File: src/rtl/weight_fetch_if.sv
// Handshake and ROM-bank bundle between weight_fetch_ctrl and its surroundings.
// master is the controller side, slave is the ROM bank plus neuron-array side.
interface weight_fetch_if #(
    parameter int NUM_NEURONS = 28,
    parameter int DATA_WIDTH  = 16,
    parameter int DEPTH       = 4
);
    localparam int VEC_W = NUM_NEURONS * DATA_WIDTH;
    localparam int IDX_W = (DEPTH > 1) ? $clog2(DEPTH) : 1;

    // Valid/ready: a word transfers on a rising edge where w_valid && w_ready;
    // once raised, w_valid stays high with w_data/w_idx frozen until that edge,
    // and w_ready seen while w_valid is low is ignored.
    logic             start;
    logic             r_en;
    logic [VEC_W-1:0] rom_data;
    logic [VEC_W-1:0] w_data;
    logic [IDX_W-1:0] w_idx;
    logic             w_valid;
    logic             w_ready;
    logic             busy;
    logic             done;
    logic [2:0]       fsm_state;

    modport master (
        input  start, rom_data, w_ready,
        output r_en, w_data, w_idx, w_valid, busy, done, fsm_state
    );

    modport slave (
        output start, rom_data, w_ready,
        input  r_en, w_data, w_idx, w_valid, busy, done, fsm_state
    );
endinterface

File: src/rtl/weight_fetch_ctrl.sv
// Read-side controller for the layer-1 weight ROM bank: pulses r_en once per
// word, waits out the ROM latency, and offers each captured vector downstream.
module weight_fetch_ctrl #(
    parameter int NUM_NEURONS = 28,
    parameter int DATA_WIDTH  = 16,
    parameter int DEPTH       = 4,
    parameter int ROM_LATENCY = 1
) (
    input  logic           clk,
    input  logic           rst,
    weight_fetch_if.master bus
);
    localparam int VEC_W = NUM_NEURONS * DATA_WIDTH;
    localparam int IDX_W = (DEPTH > 1) ? $clog2(DEPTH) : 1;
    localparam int LAT_W = 3;
    localparam logic [IDX_W-1:0] LAST_WORD = IDX_W'(DEPTH - 1);
    localparam logic [LAT_W-1:0] LAST_WAIT = LAT_W'(ROM_LATENCY - 1);

    typedef enum logic [2:0] {
        IDLE  = 3'd0,
        ISSUE = 3'd1,
        WAIT  = 3'd2,
        HOLD  = 3'd3,
        DONE  = 3'd4
    } state_t;

    state_t           state, state_nxt;
    logic [IDX_W-1:0] word_cnt, word_cnt_nxt;
    logic [IDX_W-1:0] idx_q, idx_nxt;
    logic [LAT_W-1:0] lat_cnt, lat_cnt_nxt;
    logic [VEC_W-1:0] data_q, data_nxt;

    always_ff @(posedge clk) begin
        if (rst) begin
            state    <= IDLE;
            word_cnt <= '0;
            idx_q    <= '0;
            lat_cnt  <= '0;
            data_q   <= '0;
        end else begin
            state    <= state_nxt;
            word_cnt <= word_cnt_nxt;
            idx_q    <= idx_nxt;
            lat_cnt  <= lat_cnt_nxt;
            data_q   <= data_nxt;
        end
    end

    // The word counter mirrors the ROMs' internal address counters, so it only
    // advances on acceptance and wraps with them at the end of every pass.
    always_comb begin
        state_nxt    = state;
        word_cnt_nxt = word_cnt;
        idx_nxt      = idx_q;
        lat_cnt_nxt  = lat_cnt;
        data_nxt     = data_q;
        case (state)
            IDLE: begin
                if (bus.start) begin
                    state_nxt = ISSUE;
                end
            end
            ISSUE: begin
                lat_cnt_nxt = '0;
                state_nxt   = WAIT;
            end
            WAIT: begin
                if (lat_cnt == LAST_WAIT) begin
                    data_nxt    = bus.rom_data;
                    idx_nxt     = word_cnt;
                    lat_cnt_nxt = '0;
                    state_nxt   = HOLD;
                end else begin
                    lat_cnt_nxt = lat_cnt + LAT_W'(1);
                end
            end
            HOLD: begin
                if (bus.w_ready) begin
                    if (word_cnt == LAST_WORD) begin
                        word_cnt_nxt = '0;
                        state_nxt    = DONE;
                    end else begin
                        word_cnt_nxt = word_cnt + IDX_W'(1);
                        state_nxt    = ISSUE;
                    end
                end
            end
            DONE: begin
                state_nxt = IDLE;
            end
            default: begin
                state_nxt = IDLE;
            end
        endcase
    end

    // w_valid is high exactly while a captured word waits in HOLD.
    assign bus.r_en      = (state == ISSUE);
    assign bus.w_valid   = (state == HOLD);
    assign bus.busy      = (state != IDLE);
    assign bus.done      = (state == DONE);
    assign bus.w_data    = data_q;
    assign bus.w_idx     = idx_q;
    assign bus.fsm_state = state;

    a_hold_stable: assert property (@(posedge clk) disable iff (rst)
        (bus.w_valid && !bus.w_ready) |=> (bus.w_valid && $stable(bus.w_data) && $stable(bus.w_idx)));

    a_ren_pulse: assert property (@(posedge clk) disable iff (rst)
        bus.r_en |=> !bus.r_en);

    a_done_pulse: assert property (@(posedge clk) disable iff (rst)
        bus.done |=> (!bus.done && !bus.busy));

    a_ren_not_valid: assert property (@(posedge clk) disable iff (rst)
        !(bus.r_en && bus.w_valid));
endmodule

File: src/flat_wrapper.sv
// flat-port wrapper written by rule: the top's interface ports become plain ports
module weight_fetch_ctrl_flat 
#(
    parameter int NUM_NEURONS = 28,
    parameter int DATA_WIDTH  = 16,
    parameter int DEPTH       = 4,
    parameter int ROM_LATENCY = 1
)
  (clk, rst, bus_start, bus_rom_data, bus_w_ready, bus_r_en, bus_w_data, bus_w_idx, bus_w_valid, bus_busy, bus_done, bus_fsm_state);
  weight_fetch_if #(.NUM_NEURONS(NUM_NEURONS), .DATA_WIDTH(DATA_WIDTH), .DEPTH(DEPTH)) bus_i ();
  input  logic clk;
  input  logic rst;
  input wire logic [$bits(bus_i.start)-1:0] bus_start;
  input wire logic [$bits(bus_i.rom_data)-1:0] bus_rom_data;
  input wire logic [$bits(bus_i.w_ready)-1:0] bus_w_ready;
  output wire logic [$bits(bus_i.r_en)-1:0] bus_r_en;
  output wire logic [$bits(bus_i.w_data)-1:0] bus_w_data;
  output wire logic [$bits(bus_i.w_idx)-1:0] bus_w_idx;
  output wire logic [$bits(bus_i.w_valid)-1:0] bus_w_valid;
  output wire logic [$bits(bus_i.busy)-1:0] bus_busy;
  output wire logic [$bits(bus_i.done)-1:0] bus_done;
  output wire logic [$bits(bus_i.fsm_state)-1:0] bus_fsm_state;
  assign bus_i.start = bus_start;
  assign bus_i.rom_data = bus_rom_data;
  assign bus_i.w_ready = bus_w_ready;
  assign bus_r_en = bus_i.r_en;
  assign bus_w_data = bus_i.w_data;
  assign bus_w_idx = bus_i.w_idx;
  assign bus_w_valid = bus_i.w_valid;
  assign bus_busy = bus_i.busy;
  assign bus_done = bus_i.done;
  assign bus_fsm_state = bus_i.fsm_state;
  weight_fetch_ctrl #(.NUM_NEURONS(NUM_NEURONS), .DATA_WIDTH(DATA_WIDTH), .DEPTH(DEPTH), .ROM_LATENCY(ROM_LATENCY)) u_core (.clk(clk), .rst(rst), .bus(bus_i));
endmodule
File: config.mk
export PLATFORM = sky130hd
export DESIGN_NAME = weight_fetch_ctrl_flat
export DESIGN_NICKNAME = d
export VERILOG_FILES = /design/src/rtl/weight_fetch_if.sv /design/src/rtl/weight_fetch_ctrl.sv /design/src/flat_wrapper.sv
export SDC_FILE = /design/constraint.sdc
export NUM_CORES = 1
export LEC_CHECK = 0
export ABC_AREA = 0
export CAP_MARGIN = 20
export CORE_AREA = 2 2 353 355
export CTS_CLUSTER_SIZE = 20
export DETAILED_ROUTE_END_ITERATION = 10
export DIE_AREA = 0 0 355 357
export SLEW_MARGIN = 0
export SYNTH_ARGS = -nofsm -noshare
export SYNTH_HDL_FRONTEND = slang
export SYNTH_SLANG_ARGS = --single-unit
File: constraint.sdc
create_clock -name clk -period 2.05 [get_ports clk]
set_input_delay 0.41 -clock clk [delete_from_list [all_inputs] [get_ports clk]]
set_output_delay 0.41 -clock clk [all_outputs]
set_load 0.01 [all_outputs]
Word-level counts from Yosys, hierarchy flattened
Index checks and enable logic that the tools add are counted.

word-level totals
  logic and storage cells = 30
  bits in registers = 458
  output and inout bits = 457
  ROM bits = 0
  bits in latches = 0
  input port bits = 452
  memory bits (writable) = 0
  memories kept = 0

operators by class
  $add $sub $neg = 2
  multiplexer cells = 8
  $mul = 0
  div/mod/pow operators = 0
  magnitude comparators = 0
  reduce and logical (&&, ||, !) cells = 7
  bitwise logic cells = 0
  shift operators = 0
  equality and inequality tests = 8

operators by type and width
  cell                                                                    count
  3-bit 2-to-1 mux                                                        5
  3-bit one-hot mux with 4 select lines                                   1
  3-bit by 2-bit equality test with 1-bit output (second input constant)  2
  3-bit logical NOT                                                       2
  3-bit one-hot mux with 2 select lines                                   1
  2-bit != test (second input constant)                                   2
  2-bit AND reduction                                                     2
  3-bit by 1-bit adder with 3-bit output (second input constant)          1
  3-bit by 1-bit equality test with 1-bit output (second input constant)  1
  3-bit equality test (second input constant)                             1
  3-bit AND reduction                                                     1
  3-bit nonzero test                                                      1
  2-bit by 1-bit adder with 2-bit output (second input constant)          1
  2-bit equality test (second input constant)                             1
  2-bit 2-to-1 mux                                                        1
  2-bit by 1-bit != test with 1-bit output (second input constant)        1
  2-bit nonzero test                                                      1

Depth between registers and ports, before layout
Gate-level depths: netlist (run 1).

  word-level depth = 4
  depth in mapped cells = 9
  gate-level depth less buffers = 6

Worst setup path after synthesis (run 1)
OpenSTA, ideal clock, no wires.

  kind = flip-flop to flip-flop
  from = register u_core.lat_cnt[0]
  to = register u_core.data_q[100] (netlist: u_core.bus.w_data[100])
  cell stages (with the launch flop) = 10
  clock period less this slack = 1,627 ps
  data required time = 1,907 ps
  setup time = 143 ps
  slack = 423 ps
  buffers on the path = 3
  data arrival time = 1,484 ps
  path through = dfxtp_1 inv_1 ha_1 and3b_2 and2_4 buf_8 buf_12 buf_12 nand2_2 a21oi_2

on the way
  cells in the longest elaborated chain, start to end = 2

ends and longest elaborated chain
  item                           RTL line                 RTL
  from (decl)                    weight_fetch_ctrl.sv:30  logic [LAT_W-1:0] lat_cnt, lat_cnt_nxt;
  from (signal assigned)         weight_fetch_ctrl.sv:44  lat_cnt <= lat_cnt_nxt;
  3-bit logical NOT              weight_fetch_ctrl.sv:68  if (lat_cnt == LAST_WAIT) begin
  2-bit AND reduction (no line)  n/a
  to (signal assigned)           weight_fetch_ctrl.sv:45  data_q <= data_nxt;
  to (decl)                      weight_fetch_ctrl.sv:31  logic [VEC_W-1:0] data_q, data_nxt;

No other way between the ends.
A chain may end at the register's enable or synchronous reset.

Worst setup path after layout (run 1)
  from = register u_core.data_q[270] (netlist: u_core.bus.w_data[270])
  to = output port bus_w_data[270]

RTL lines
  item       RTL line            RTL
  to (decl)  flat_wrapper.sv:17  output wire logic [$bits(bus_i.w_data)-1:0] bus_w_data;

No word-level cell between the ends.

==> Flow_metrics.wiki, run 1 <==
{| class="wikitable"
! Metric !! Value
|-
| Root buf cell || clkbuf_16
|-
| Row cnt || around 130
|-
| Peak supply drop || 598 µV
|-
| WL/cell || 17.9 µm
|-
| Initial antenna violation count || 22
|-
| Power density relative to cell area || 976 nW/µm²
|-
| Mean cell area of the mapped netlist || roughly 8 µm²
|-
| Number of hold violations in the final report || 0
|-
| Boundary Pins || between 900 and 1000
|-
| Path length in cells of the critical path || 1
|-
| Post-Synthesis Cell Area || 16500 µm²
|-
| Outcome || complete, no violations
|-
| Global-route usage over all layers || 0.122
|-
| Placed cell areas || 27500 µm²
|-
| Grt met2 use || 0.201
|-
| Global route total overflow || 0
|-
| Register-to-Register Path Depth || 9
|-
| Floorplan Core Area || 123000 µm²
|-
| H-tree depth reported by CTS || 2
|-
| Clock slew seen by the registers of the worst setup and hold paths || ~70 ps
|-
| TritonCTS clock tree || done
|-
| Smallest setup slack after layout || around 45 ps
|-
| Post-synthesis net count || between 2000 and 2500
|-
| Max Transition Viols Final || 0
|-
| Number of port buffers || 908
|-
| Maximum frequency from static timing analysis || 499 MHz
|-
| Yosys warning total || 0
|-
| Number of vias per cell || 3.67
|-
| Flip-flop and latch count after synthesis || approximately 460
|-
| Worst path arrival time || ~1600 ps
|-
| Worst setup path category || flop to output port
|-
| First-pass detailed-route iteration total || 5
|-
| Most frequent cells in the layout || 854 x nand2_1, 807 x clkdlybuf4s50_1, 442 x dfxtp_1
|-
| Max-slew headroom || 0.679
|-
| Growth of design area from synthesis to finish || 78.3%
|-
| Endpoint of the lowest-slack register-to-register path || u_core.bus.w_data[313]$_SDFFE_PP0P_
|-
| Number of sinks on the clock net || 458
|-
| DRC violation total after the first TritonRoute iteration || roughly 1200
|-
| DP Worst Slack || 136 ps
|-
| Wire length of the first global-routing pass || approximately 110 mm
|-
| Final core utilization || 0.239
|-
| Routed via count || about 17000
|-
| Post-detailed-route count of antenna-violating nets || 0
|-
| Most Crowded Layer GR || met2
|-
| Cell type of the slowest stage on the worst timing path || clkdlybuf4s50_1
|-
| DRC violations left || 0
|-
| Clock insertion delay at the later pin of the skew report || 640 ps
|-
| Die ar. || around 130000 µm²
|-
| Clock buffer count from CTS || 55
|-
| Source of the critical timing path || u_core.bus.w_data[270]$_SDFFE_PP0P_
|-
| Area of all placed cells without fillers || a little under 30000 µm²
|-
| Total routed wirelength || between 80 and 90 mm
|-
| RSZ-0062 raised after global routing || no
|-
| Cell Count, Final, Fillers Out || between 4000 and 5000
|-
| Chip height || 357 µm
|-
| Endpoint of the worst setup timing path || bus_w_data[270]
|-
| Worst Hold Launch || rst
|-
| MaxCap Viol Count || 0
|-
| Number of global-route vias before repair || approximately 16000
|-
| Largest stage delay on the critical path || ~630 ps
|-
| Leakage dissipation || 10.5 nW
|-
| Cell family contributing the most delay on the critical path || buffers and inverters
|-
| Cells after DPL || roughly 4500
|-
| Die X || 355 µm
|-
| Initial cell density of the core || 0.134
|-
| Launching element type of the critical path || flop
|-
| Met1 routing resource usage after global routing || 0.148
|-
| Nets || 3361
|-
| Post-route fraction of the period consumed by the critical path || 0.978
|-
| Post-synthesis cell count || 2007
|-
| Final number of setup-violating endpoints || 0
|-
| Transition at the pin with the smallest max-transition slack || ~480 ps
|-
| CP Data Required Time || 1640 ps
|-
| Largest net degree at the start of global routing || 68
|-
| M3 GR Usage || 0.0394
|-
| Maximum net fanout on the critical path || 2
|-
| R2R setup slack || 130 ps
|-
| Critical path buffer and inverter count || 1
|-
| Power Total || 0.0287 W
|-
| CP Cell Sequence || clkdlybuf4s50_1
|-
| DP HPWL || 64.1 mm
|-
| Kind of end point of the critical path || output port
|-
| Most frequent standard cell in the layout excluding fill and tap cells || nand2_1
|-
| Share of post-route cells with drive strength above 1 || 0.103
|-
| Hold-fix buffer count after cts || 0
|-
| Number of buffers between clock root and the deepest sink || 3
|-
| RePlAce Congestion || between 0.8 and 0.9
|-
| Critical register-to-register path startpoint || u_core.lat_cnt[0]$_SDFFE_PP0P_
|-
| Worst Clk Skew || 28.4 ps
|-
| Min Tclk post-route || approximately 2000 ps
|-
| Unique cell type count in the Yosys netlist || 35
|-
| Filler Cell Count || approximately 13000
|-
| Classification of the worst-slack hold path || input pin to flop
|-
| Post-synthesis sequential area ratio || 0.557
|}
[layout make-up]
type	instances	area [µm²]	share of cell area
multi-input combinational	1394	6260	0.213
antenna	5	12.5	0.000426
tap	1637	2050	0.0697
inverter	2	7.51	0.000256
clock buffer	77	1540	0.0524
clock inverter	24	335	0.0114
timing repair buffer	995	9980	0.340
sequential	458	9190	0.313
[cells in the mapped netlist]
| cell | count | area [µm²] |
|---|---|---|
| nor3_1 | 1 | 5.00 |
| buf_8 | 10 | 150 |
| and3b_1 | 1 | 8.76 |
| a21oi_2 | 50 | 438 |
| nand2_1 | 854 | 3210 |
| buf_12 | 5 | 100 |
| a21oi_1 | 404 | 2020 |
| or3_1 | 2 | 12.5 |
| dfxtp_1 | 458 | 9170 |
| o21ai_0 | 2 | 10.0 |
| and2_4 | 1 | 8.76 |
| o21bai_1 | 1 | 7.51 |
| buf_1 | 5 | 18.8 |
| inv_1 | 2 | 7.51 |
| xnor2_1 | 1 | 8.76 |
| a22o_1 | 1 | 8.76 |
| ha_1 | 3 | 37.5 |
| o41ai_2 | 1 | 16.3 |
| buf_2 | 53 | 265 |
| and2_1 | 1 | 6.26 |
| nand2b_1 | 1 | 6.26 |
| nand2_2 | 51 | 319 |
| a211oi_1 | 1 | 7.51 |
| nand4bb_1 | 1 | 11.3 |
| nor3b_1 | 2 | 15.0 |
| buf_6 | 30 | 338 |
| nor2_1 | 7 | 26.3 |
| a31oi_1 | 1 | 6.26 |
| nand3_1 | 1 | 5.00 |
| and3b_2 | 1 | 10.0 |
| nor4b_1 | 1 | 8.76 |
| clkbuf_1 | 50 | 188 |
| nand4b_1 | 1 | 8.76 |
| nand3b_1 | 1 | 7.51 |
| nor2b_1 | 2 | 12.5 |
[worst reg2reg max path, stage by stage, from the launching register on]
cell and delay (ps):
dfxtp_1 340, inv_1 70, ha_1 150, and3b_2 270
and2_4 200, buf_12 210, buf_12 230, buf_12 180
nand2_1 70, a21oi_1 140
[power breakdown]
part,switching (W),leakage (nW),internal [W]
logic,0.00402,5.81,0.00374
registers,0.000607,3.73,0.00998
clock network,0.00420,0.909,0.00611
[stage by stage]
stage,TNS (ps),hold slack (ps)
after CTS,-3.32,49.3
after floorplan,0,449
after global routing,0,86.0
after detailed placement,0,444
after global placement,0,440
final,0,114
[timing repair]
item,4_1_cts,5_1_grt
endpoints found under the setup margin,94,6
buffers inserted,5,0
gates resized for setup,124,4
pin swaps,1,2
[worst min-delay path by stage]
stage,to,depth (start not counted)
6_report,u_core.bus.w_data[9]$_SDFFE_PP0P_,2
4_1_cts,u_core.bus.w_data[9]$_SDFFE_PP0P_,2
2_1_floorplan,u_core.bus.w_idx[1]$_SDFFE_PP0P_,2
3_5_place_dp,u_core.bus.w_data[204]$_SDFFE_PP0P_,2
3_3_place_gp,u_core.bus.w_data[147]$_SDFFE_PP0P_,2
5_1_grt,u_core.bus.w_data[9]$_SDFFE_PP0P_,2
[per-layer routing]
metal	wire, µm	share of wire	up-vias
met5	157	0.0019	-
met4	2720	0.033	22
met3	7420	0.090	124
met2	38300	0.47	669
met1	33500	0.41	7768
li1	-	-	8255
[flip-flops by register name, indices dropped and copies added, names as in the netlist]
signal and cells:
u_core.bus.fsm_state 3, u_core.lat_cnt 3, u_core.bus.w_data 448, u_core.word_cnt 2, u_core.bus.w_idx 2
[kinds of logic (layout without fill, tap and decap cells)]
kind of cell | Yosys count | in the layout | synth area share
other | 0 | 5 | 0
XOR/XNOR | 1 | 1 | 0.000532
AO/OA/AOI/OAI | 461 | 461 | 0.153
adder cells (fa/ha/maj) | 3 | 3 | 0.00228
buffers and inverters | 155 | 1098 | 0.0648
AND/OR/NAND/NOR | 929 | 929 | 0.223
flip-flops | 458 | 458 | 0.557
Power figures use the tool's default switching activity.
==> run 2: changes to the inputs <==
--- a/config.mk
+++ b/config.mk
@@ -11,6 +11,7 @@
 export CTS_CLUSTER_SIZE = 20
 export DETAILED_ROUTE_END_ITERATION = 10
 export DIE_AREA = 0 0 355 357
+export GPL_TIMING_DRIVEN = 0
 export SLEW_MARGIN = 0
 export SYNTH_ARGS = -nofsm -noshare
 export SYNTH_HDL_FRONTEND = slang
==> run 2 against run 1 <==
Against the previous run: the run now ends with negative setup slack left; clock power grew 7%; global-route usage grew 1.2 points; sequential power is essentially flat; first-iteration DRC count shrank 8.3%; sequential share of layout area shrank 0.52 points; clock-buffer cell count grew 5; register-to-register slack lost 50 ps; critical path depth grew 2; maximum frequency shrank 2.3%; worst hold slack gained 180 ps; sequential cell count is the same; via count grew 2.7%; largest cell class unchanged; largest power group is now the clock network; highest routed layer unchanged.
==> Flow_metrics.wiki, run 2 (synthesized netlist as in run 1, its figures left out) <==
{| class="wikitable"
! Metric !! Value
|-
| Outcome || complete, but fails checks
|-
| Violated checks || negative setup slack
|-
| Kind of end point of the critical path || output port
|-
| Area used by sequential logic in the layout || just over 9000 µm²
|-
| DRC violations left || 0
|-
| Routed via count || between 15000 and 20000
|-
| Row cnt || around 130
|-
| Clock buffer count from CTS || 57
|-
| Share of post-route cells with drive strength above 1 || 0.108
|-
| Number of vias per cell || 3.70
|-
| Cell family contributing the most delay on the critical path || simple AND/OR/NAND/NOR gates
|-
| Growth of design area from synthesis to finish || 81.1%
|-
| Area occupied by multi-input gates || roughly 6300 µm²
|-
| DP HPWL || approximately 74 mm
|-
| Post-route fraction of the period consumed by the critical path || 1.00
|-
| Boundary Pins || ~910
|-
| Max-slew headroom || 0.295
|-
| MaxCap Viol Count || 0
|-
| Launching element type of the critical path || flop
|-
| Nets || 3441
|-
| Post-detailed-route count of antenna-violating nets || 0
|-
| RePlAce Congestion || around 0.92
|-
| Final number of setup-violating endpoints || 1
|-
| Leakage dissipation || around 11 nW
|-
| DP Worst Slack || -635 ps
|-
| Filler Cell Count || between 10000 and 15000
|-
| H-tree depth reported by CTS || 2
|-
| Largest stage delay on the critical path || about 400 ps
|-
| Max reg flops || 448
|-
| Smallest setup slack after layout || -2.78 ps
|-
| Initial cell density of the core || 0.134
|-
| CP Cell Sequence || buf_6 > or3_4 > buf_6
|-
| Root buf cell || clkbuf_16
|-
| Number of sinks on the clock net || 458
|-
| Initial antenna violation count || 23
|-
| Transition at the pin with the smallest max-transition slack || 1060 ps
|-
| Power Total || between 0.02 and 0.03 W
|-
| Cell type of the slowest stage on the worst timing path || or3_4
|-
| DRC violation total after the first TritonRoute iteration || around 1100
|-
| Largest net degree at the start of global routing || 17
|-
| Global route total overflow || 0
|-
| Wire length of the first global-routing pass || 121 mm
|-
| Number of buffers between clock root and the deepest sink || 3
|-
| Most frequent cells in the layout || 852 x nand2_1, 772 x clkdlybuf4s50_1, 452 x dfxtp_1
|-
| First-pass detailed-route iteration total || 5
|-
| Global-route usage over all layers || 0.134
|-
| Peak supply drop || 739 µV
|-
| CP most frequent cell || buf_6
|-
| Die ar. || roughly 130000 µm²
|-
| Most frequent standard cell in the layout excluding fill and tap cells || nand2_1
|-
| CP Data Required Time || 1640 ps
|-
| Clock insertion delay at the later pin of the skew report || between 600 and 700 ps
|-
| Maximum frequency from static timing analysis || 487 MHz
|-
| Cell Count, Final, Fillers Out || 4679
|-
| Clock slew seen by the registers of the worst setup and hold paths || ~60 ps
|-
| Cells after DPL || between 4000 and 5000
|-
| Classification of the worst-slack hold path || input pin to flop
|-
| Number of hold violations in the final report || 0
|-
| Number of global-route vias before repair || about 17000
|-
| Hold-fix buffer count after cts || 0
|-
| Max Transition Viols Final || 0
|-
| TritonCTS clock tree || done
|-
| Power density relative to cell area || between 900 and 1000 nW/µm²
|-
| Chip height || ~360 µm
|-
| Final core utilization || 0.243
|-
| RSZ-0062 raised after global routing || yes
|-
| Die X || approximately 360 µm
|-
| Floorplan Core Area || roughly 120000 µm²
|-
| WL/cell || 19.3 µm
|-
| Worst Clk Skew || approximately 38 ps
|-
| Number of port buffers || around 900
|-
| Total routed wirelength || 90.3 mm
|-
| Worst path arrival time || ~1600 ps
|-
| Fin Setup TNS || -2.78 ps
|-
| Min Tclk post-route || between 2000 and 2500 ps
|-
| Critical path buffer and inverter count || 2
|-
| Maximum net fanout on the critical path || 5
|-
| Worst setup path category || flop to output port
|}
-- run 2: changes by cell type in the layout (fill, tap and decap cells not counted), moves of 11 or more --
cell	delta
clkdlybuf4s50_1	-35
buf_2	+30
buf_4	-34
dfxtp_2	-11
dlygate4sd2_1	+24
buf_6	+29
buf_12	-13
clkbuf_1	+49
-- run 2: per-layer routing --
| metal | global-route usage | share of wire | vias to the layer above |
|---|---|---|---|
| met1 | 0.163 | 0.41 | 8000 |
| met3 | 0.0491 | 0.098 | 144 |
| met5 | 0 | 0.0011 | - |
| met4 | 0.0602 | 0.042 | 14 |
| met2 | 0.210 | 0.45 | 705 |
| li1 | - | - | 8434 |
-- run 2: worst reg2reg max path, stage by stage (launching register included) --
cell and delay [ps]:
dfxtp_4 360, inv_1 40, ha_1 200, and3b_2 260
and2_4 180, buf_12 140, buf_12 140, buf_12 180
buf_6 150, nand2_1 110, a21oi_1 70
-- run 2: through the flow --
stage / hold slack [ps] / instance area, µm²
after global placement: 441 / 27600
after CTS: 219 / 29700
final: 293 / 29800
after floorplan: 449 / 16500
after detailed placement: 445 / 27600
after global routing: 255 / 29800
-- run 2: report_power, final --
| part | switching (W) | internal [W] | total [W] |
|---|---|---|---|
| logic | 0.00437 | 0.00393 | 0.00830 |
| clock network | 0.00438 | 0.00659 | 0.0110 |
| registers | 0.000562 | 0.00998 | 0.0105 |
| total | 0.00932 | 0.0205 | 0.0298 |
-- run 2: final cells by class --
class	instances	area share
Antenna cell	10	0.000839
Inverter	2	0.000252
Clock inverter	23	0.0127
Clock buffer	82	0.0550
Timing Repair Buffer	922	0.306
Tap cell	1637	0.0686
Buffer	151	0.0390
Multi-Input combinational cell	1394	0.210
Sequential cell	458	0.308
-- run 2: path summary, 6_finish.rpt --
check | start | end | slack (ps) | cells past startpoint
min reg2reg | u_core.bus.w_data[427]$_SDFFE_PP0P_ | u_core.bus.w_data[427]$_SDFFE_PP0P_ | 450 | 2
max reg2reg | u_core.lat_cnt[0]$_SDFFE_PP0P_ | u_core.bus.w_data[254]$_SDFFE_PP0P_ | 80 | 10
max | u_core.bus.fsm_state[1]$_SDFFE_PP0P_ | bus_busy | -3 | 3
min | bus_rom_data[321] | u_core.bus.w_data[321]$_SDFFE_PP0P_ | 290 | 3
-- run 2: repair_timing --
action | in CTS | in global routing
cloned | 0 | 1
buffers inserted | 9 | 5
resized for setup | 184 | 31
setup endpoints to repair | 572 | 317
pin swaps | 1 | 2
==> run 3: changes to the inputs <==
--- a/config.mk
+++ b/config.mk
@@ -12,6 +12,8 @@
 export DETAILED_ROUTE_END_ITERATION = 10
 export DIE_AREA = 0 0 355 357
 export GPL_TIMING_DRIVEN = 0
+export HOLD_SLACK_MARGIN = 0.06
+export PLACE_DENSITY = 0.41
 export SLEW_MARGIN = 0
 export SYNTH_ARGS = -nofsm -noshare
 export SYNTH_HDL_FRONTEND = slang
==> run 3 against run 2 <==
Against the previous run: worst hold slack improved by 11 ps; wire length fell by 1.1%; global-route usage fell by 0.11 points; the flow still finishes with violations (negative setup slack); design area fell by 0.36%; critical endpoint unchanged; combinational power fell by 2%; die area did not move; core utilization fell by 0.088 points; sequential power barely moved.
==> Flow_metrics.wiki, run 3 (synthesized netlist as in run 1, its figures left out) <==
{| class="wikitable"
! Metric !! Value
|-
| Die X || between 300 and 400 µm
|-
| Row cnt || 129
|-
| Routed length on met2 || approximately 44 mm
|-
| RePlAce Congestion || 0.806
|-
| Fin Setup TNS || -32.2 ps
|-
| Min Tclk post-route || ~2100 ps
|-
| Cell type of the slowest stage on the worst timing path || or3_4
|-
| Total routed wirelength || 89.3 mm
|-
| Launching element type of the critical path || flop
|-
| Chip height || between 300 and 400 µm
|-
| Number of port buffers || 907
|-
| DP HPWL || 70.0 mm
|-
| Leakage dissipation || ~11 nW
|-
| Global route total overflow || 0
|-
| Growth of design area from synthesis to finish || 80.5%
|-
| Largest net degree at the start of global routing || 15
|-
| MaxCap Viol Count || 0
|-
| Smallest setup slack after layout || -32.2 ps
|-
| Boundary Pins || between 900 and 1000
|-
| Number of stages on the worst hold path || 3
|-
| Maximum frequency from static timing analysis || slightly below 500 MHz
|-
| Logic pwr share || 0.278
|-
| Register-to-Register Path Depth || 9
|-
| Worst min-delay path endpoint || u_core.bus.w_data[418]$_SDFFE_PP0P_
|-
| Hold-fix buffer count after cts || 0
|-
| Net Sw Frac || 0.314
|-
| Clock buffer count from CTS || between 50 and 60
|-
| Cell family contributing the most delay on the critical path || simple AND/OR/NAND/NOR gates
|-
| Number of global-route vias before repair || 16700
|-
| Initial antenna violation count || 15
|-
| Placed cell areas || around 28000 µm²
|-
| Highest signal layer in the routed design || met5
|-
| H-tree depth reported by CTS || 2
|-
| Clock network fraction of total power || 0.361
|-
| DP Worst Slack || -847 ps
|-
| Cell Count, Final, Fillers Out || 4679
|-
| First-pass detailed-route iteration total || 5
|-
| RSZ-0062 raised after global routing || yes
|-
| Outcome || complete, but fails checks
|-
| Global-route usage over all layers || 0.133
|-
| Worst path arrival time || 1670 ps
|-
| Floorplan Core Area || 123000 µm²
|-
| Worst Clk Skew || between 30 and 40 ps
|-
| Total met3 wirelength after detailed routing || about 7.0 mm
|-
| Cells after DPL || between 4000 and 5000
|-
| CP Cell Sequence || buf_8 > or3_4 > buf_6
|-
| DRC violation total after the first TritonRoute iteration || 700
|-
| Number of buffers between clock root and the deepest sink || 3
|-
| Transition at the pin with the smallest max-transition slack || 1020 ps
|-
| Post-route fraction of the period consumed by the critical path || 1.02
|-
| Routed metal-1 wirelength || ~36 mm
|-
| Die ar. || between 100000 and 150000 µm²
|-
| Endpoint of the lowest-slack register-to-register path || u_core.bus.w_data[392]$_SDFFE_PP0P_
|-
| Most frequent cells in the layout || 854 x nand2_1, 776 x clkdlybuf4s50_1, 445 x dfxtp_1
|-
| R2R setup slack || between 100 and 150 ps
|-
| Max reg flops || ~450
|-
| Nets || 3444
|-
| Number of sinks on the clock net || between 400 and 500
|-
| Power Total || ~0.029 W
|-
| Root buf cell || clkbuf_16
|-
| Power density relative to cell area || 986 nW/µm²
|-
| Worst Hold Launch || bus_rom_data[418]
|-
| Classification of the worst-slack hold path || input pin to flop
|-
| DRC violations left || 0
|-
| Share of post-route cells with drive strength above 1 || 0.107
|-
| Area of all placed cells without fillers || between 20000 and 30000 µm²
|-
| Max Transition Viols Final || 0
|-
| Internal power || between 0.02 and 0.025 W
|-
| Number of hold violations in the final report || 0
|-
| Violated checks || negative setup slack
|-
| Critical path buffer and inverter count || 2
|-
| Max-slew headroom || 0.322
|-
| Worst setup path category || flop to output port
|-
| Final number of setup-violating endpoints || 1
|-
| Routed via count || around 17000
|-
| Most frequent standard cell in the layout excluding fill and tap cells || nand2_1
|-
| Initial cell density of the core || 0.134
|-
| Peak supply drop || about 720 µV
|-
| Wire length of the first global-routing pass || 122 mm
|-
| WL/cell || roughly 19 µm
|-
| Kind of end point of the critical path || output port
|-
| Critical register-to-register path startpoint || u_core.lat_cnt[0]$_SDFFE_PP0P_
|-
| Sequential share of power || 0.361
|-
| CP Data Required Time || approximately 1600 ps
|-
| Clock insertion delay at the later pin of the skew report || approximately 650 ps
|-
| Switching pwr || 0.00920 W
|-
| Number of vias per cell || around 3.6
|-
| Clock slew seen by the registers of the worst setup and hold paths || approximately 60 ps
|-
| TritonCTS clock tree || done
|-
| Maximum net fanout on the critical path || 8
|-
| Post-detailed-route count of antenna-violating nets || 0
|-
| Largest stage delay on the critical path || about 400 ps
|}
## run 3: power by group through the flow
stage / clock [W] / sequential (W) / combinational [W]
6_report: 0.0106 / 0.0106 / 0.00816
5_1_grt: 0.0113 / 0.0107 / 0.00886
4_1_cts: 0.0110 / 0.0106 / 0.00828
3_5_place_dp: 0 / 0.0108 / 0.00833
3_3_place_gp: 0 / 0.0107 / 0.00835
2_1_floorplan: 0 / 0.0112 / 0.00310
## run 3: cell type report
cell class                      instances  area (µm²)
Fill cell                           13500       93300
Sequential cell                       458        9190
Timing Repair Buffer                  921        9110
Multi-Input combinational cell       1394        6280
Tap cell                             1637        2050
Clock buffer                           92        1740
Buffer                                153        1170
Clock inverter                         11         161
Antenna cell                           11        27.5
Inverter                                2        7.51
## run 3: worst reg2reg max path, cell delays in order (launching register included)
cell	delay (ps)
dfxtp_2	350
inv_1	50
ha_1	190
and3b_2	270
and2_4	180
buf_12	160
buf_12	170
buf_6	160
nand2_1	160
a21oi_1	80
## run 3: per-stage QoR
step           hold slack, ps  utilization
2_1_floorplan             449            -
4_1_cts                   222        0.240
3_3_place_gp              442        0.224
6_report                  304        0.242
3_5_place_dp              446        0.225
5_1_grt                   258        0.242
## run 3: worst max path at each step
stage                                          from                             endpoint  slack [ps]  cells past startpoint
2_1_floorplan        u_core.lat_cnt[0]$_SDFFE_PP0P_  u_core.bus.w_data[100]$_SDFFE_PP0P_         420                      9
3_3_place_gp                                    rst  u_core.bus.w_data[442]$_SDFFE_PP0P_       -1010                      4
3_5_place_dp                                    rst    u_core.bus.w_data[0]$_SDFFE_PP0P_        -850                      4
4_1_cts        u_core.bus.fsm_state[1]$_SDFFE_PP0P_                             bus_busy        -150                      3
5_1_grt        u_core.bus.fsm_state[1]$_SDFFE_PP0P_                             bus_busy        -120                      3
6_report       u_core.bus.fsm_state[1]$_SDFFE_PP0P_                             bus_busy         -30                      3
## run 3: repair_timing
item / 4_1_cts / 5_1_grt
cloned: 0 / 0
hold endpoints to repair: 0 / 0
endpoints found under the setup margin: 567 / 356
pin swaps: 1 / 2
setup buffers: 0 / 11
resized for setup: 182 / 40
## run 3: layer usage
layer | vias to the layer above | global-route usage
li1 | 8461 | -
met1 | 7780 | 0.153
met2 | 553 | 0.230
met3 | 111 | 0.0439
met4 | 8 | 0.0458
met5 | - | 0
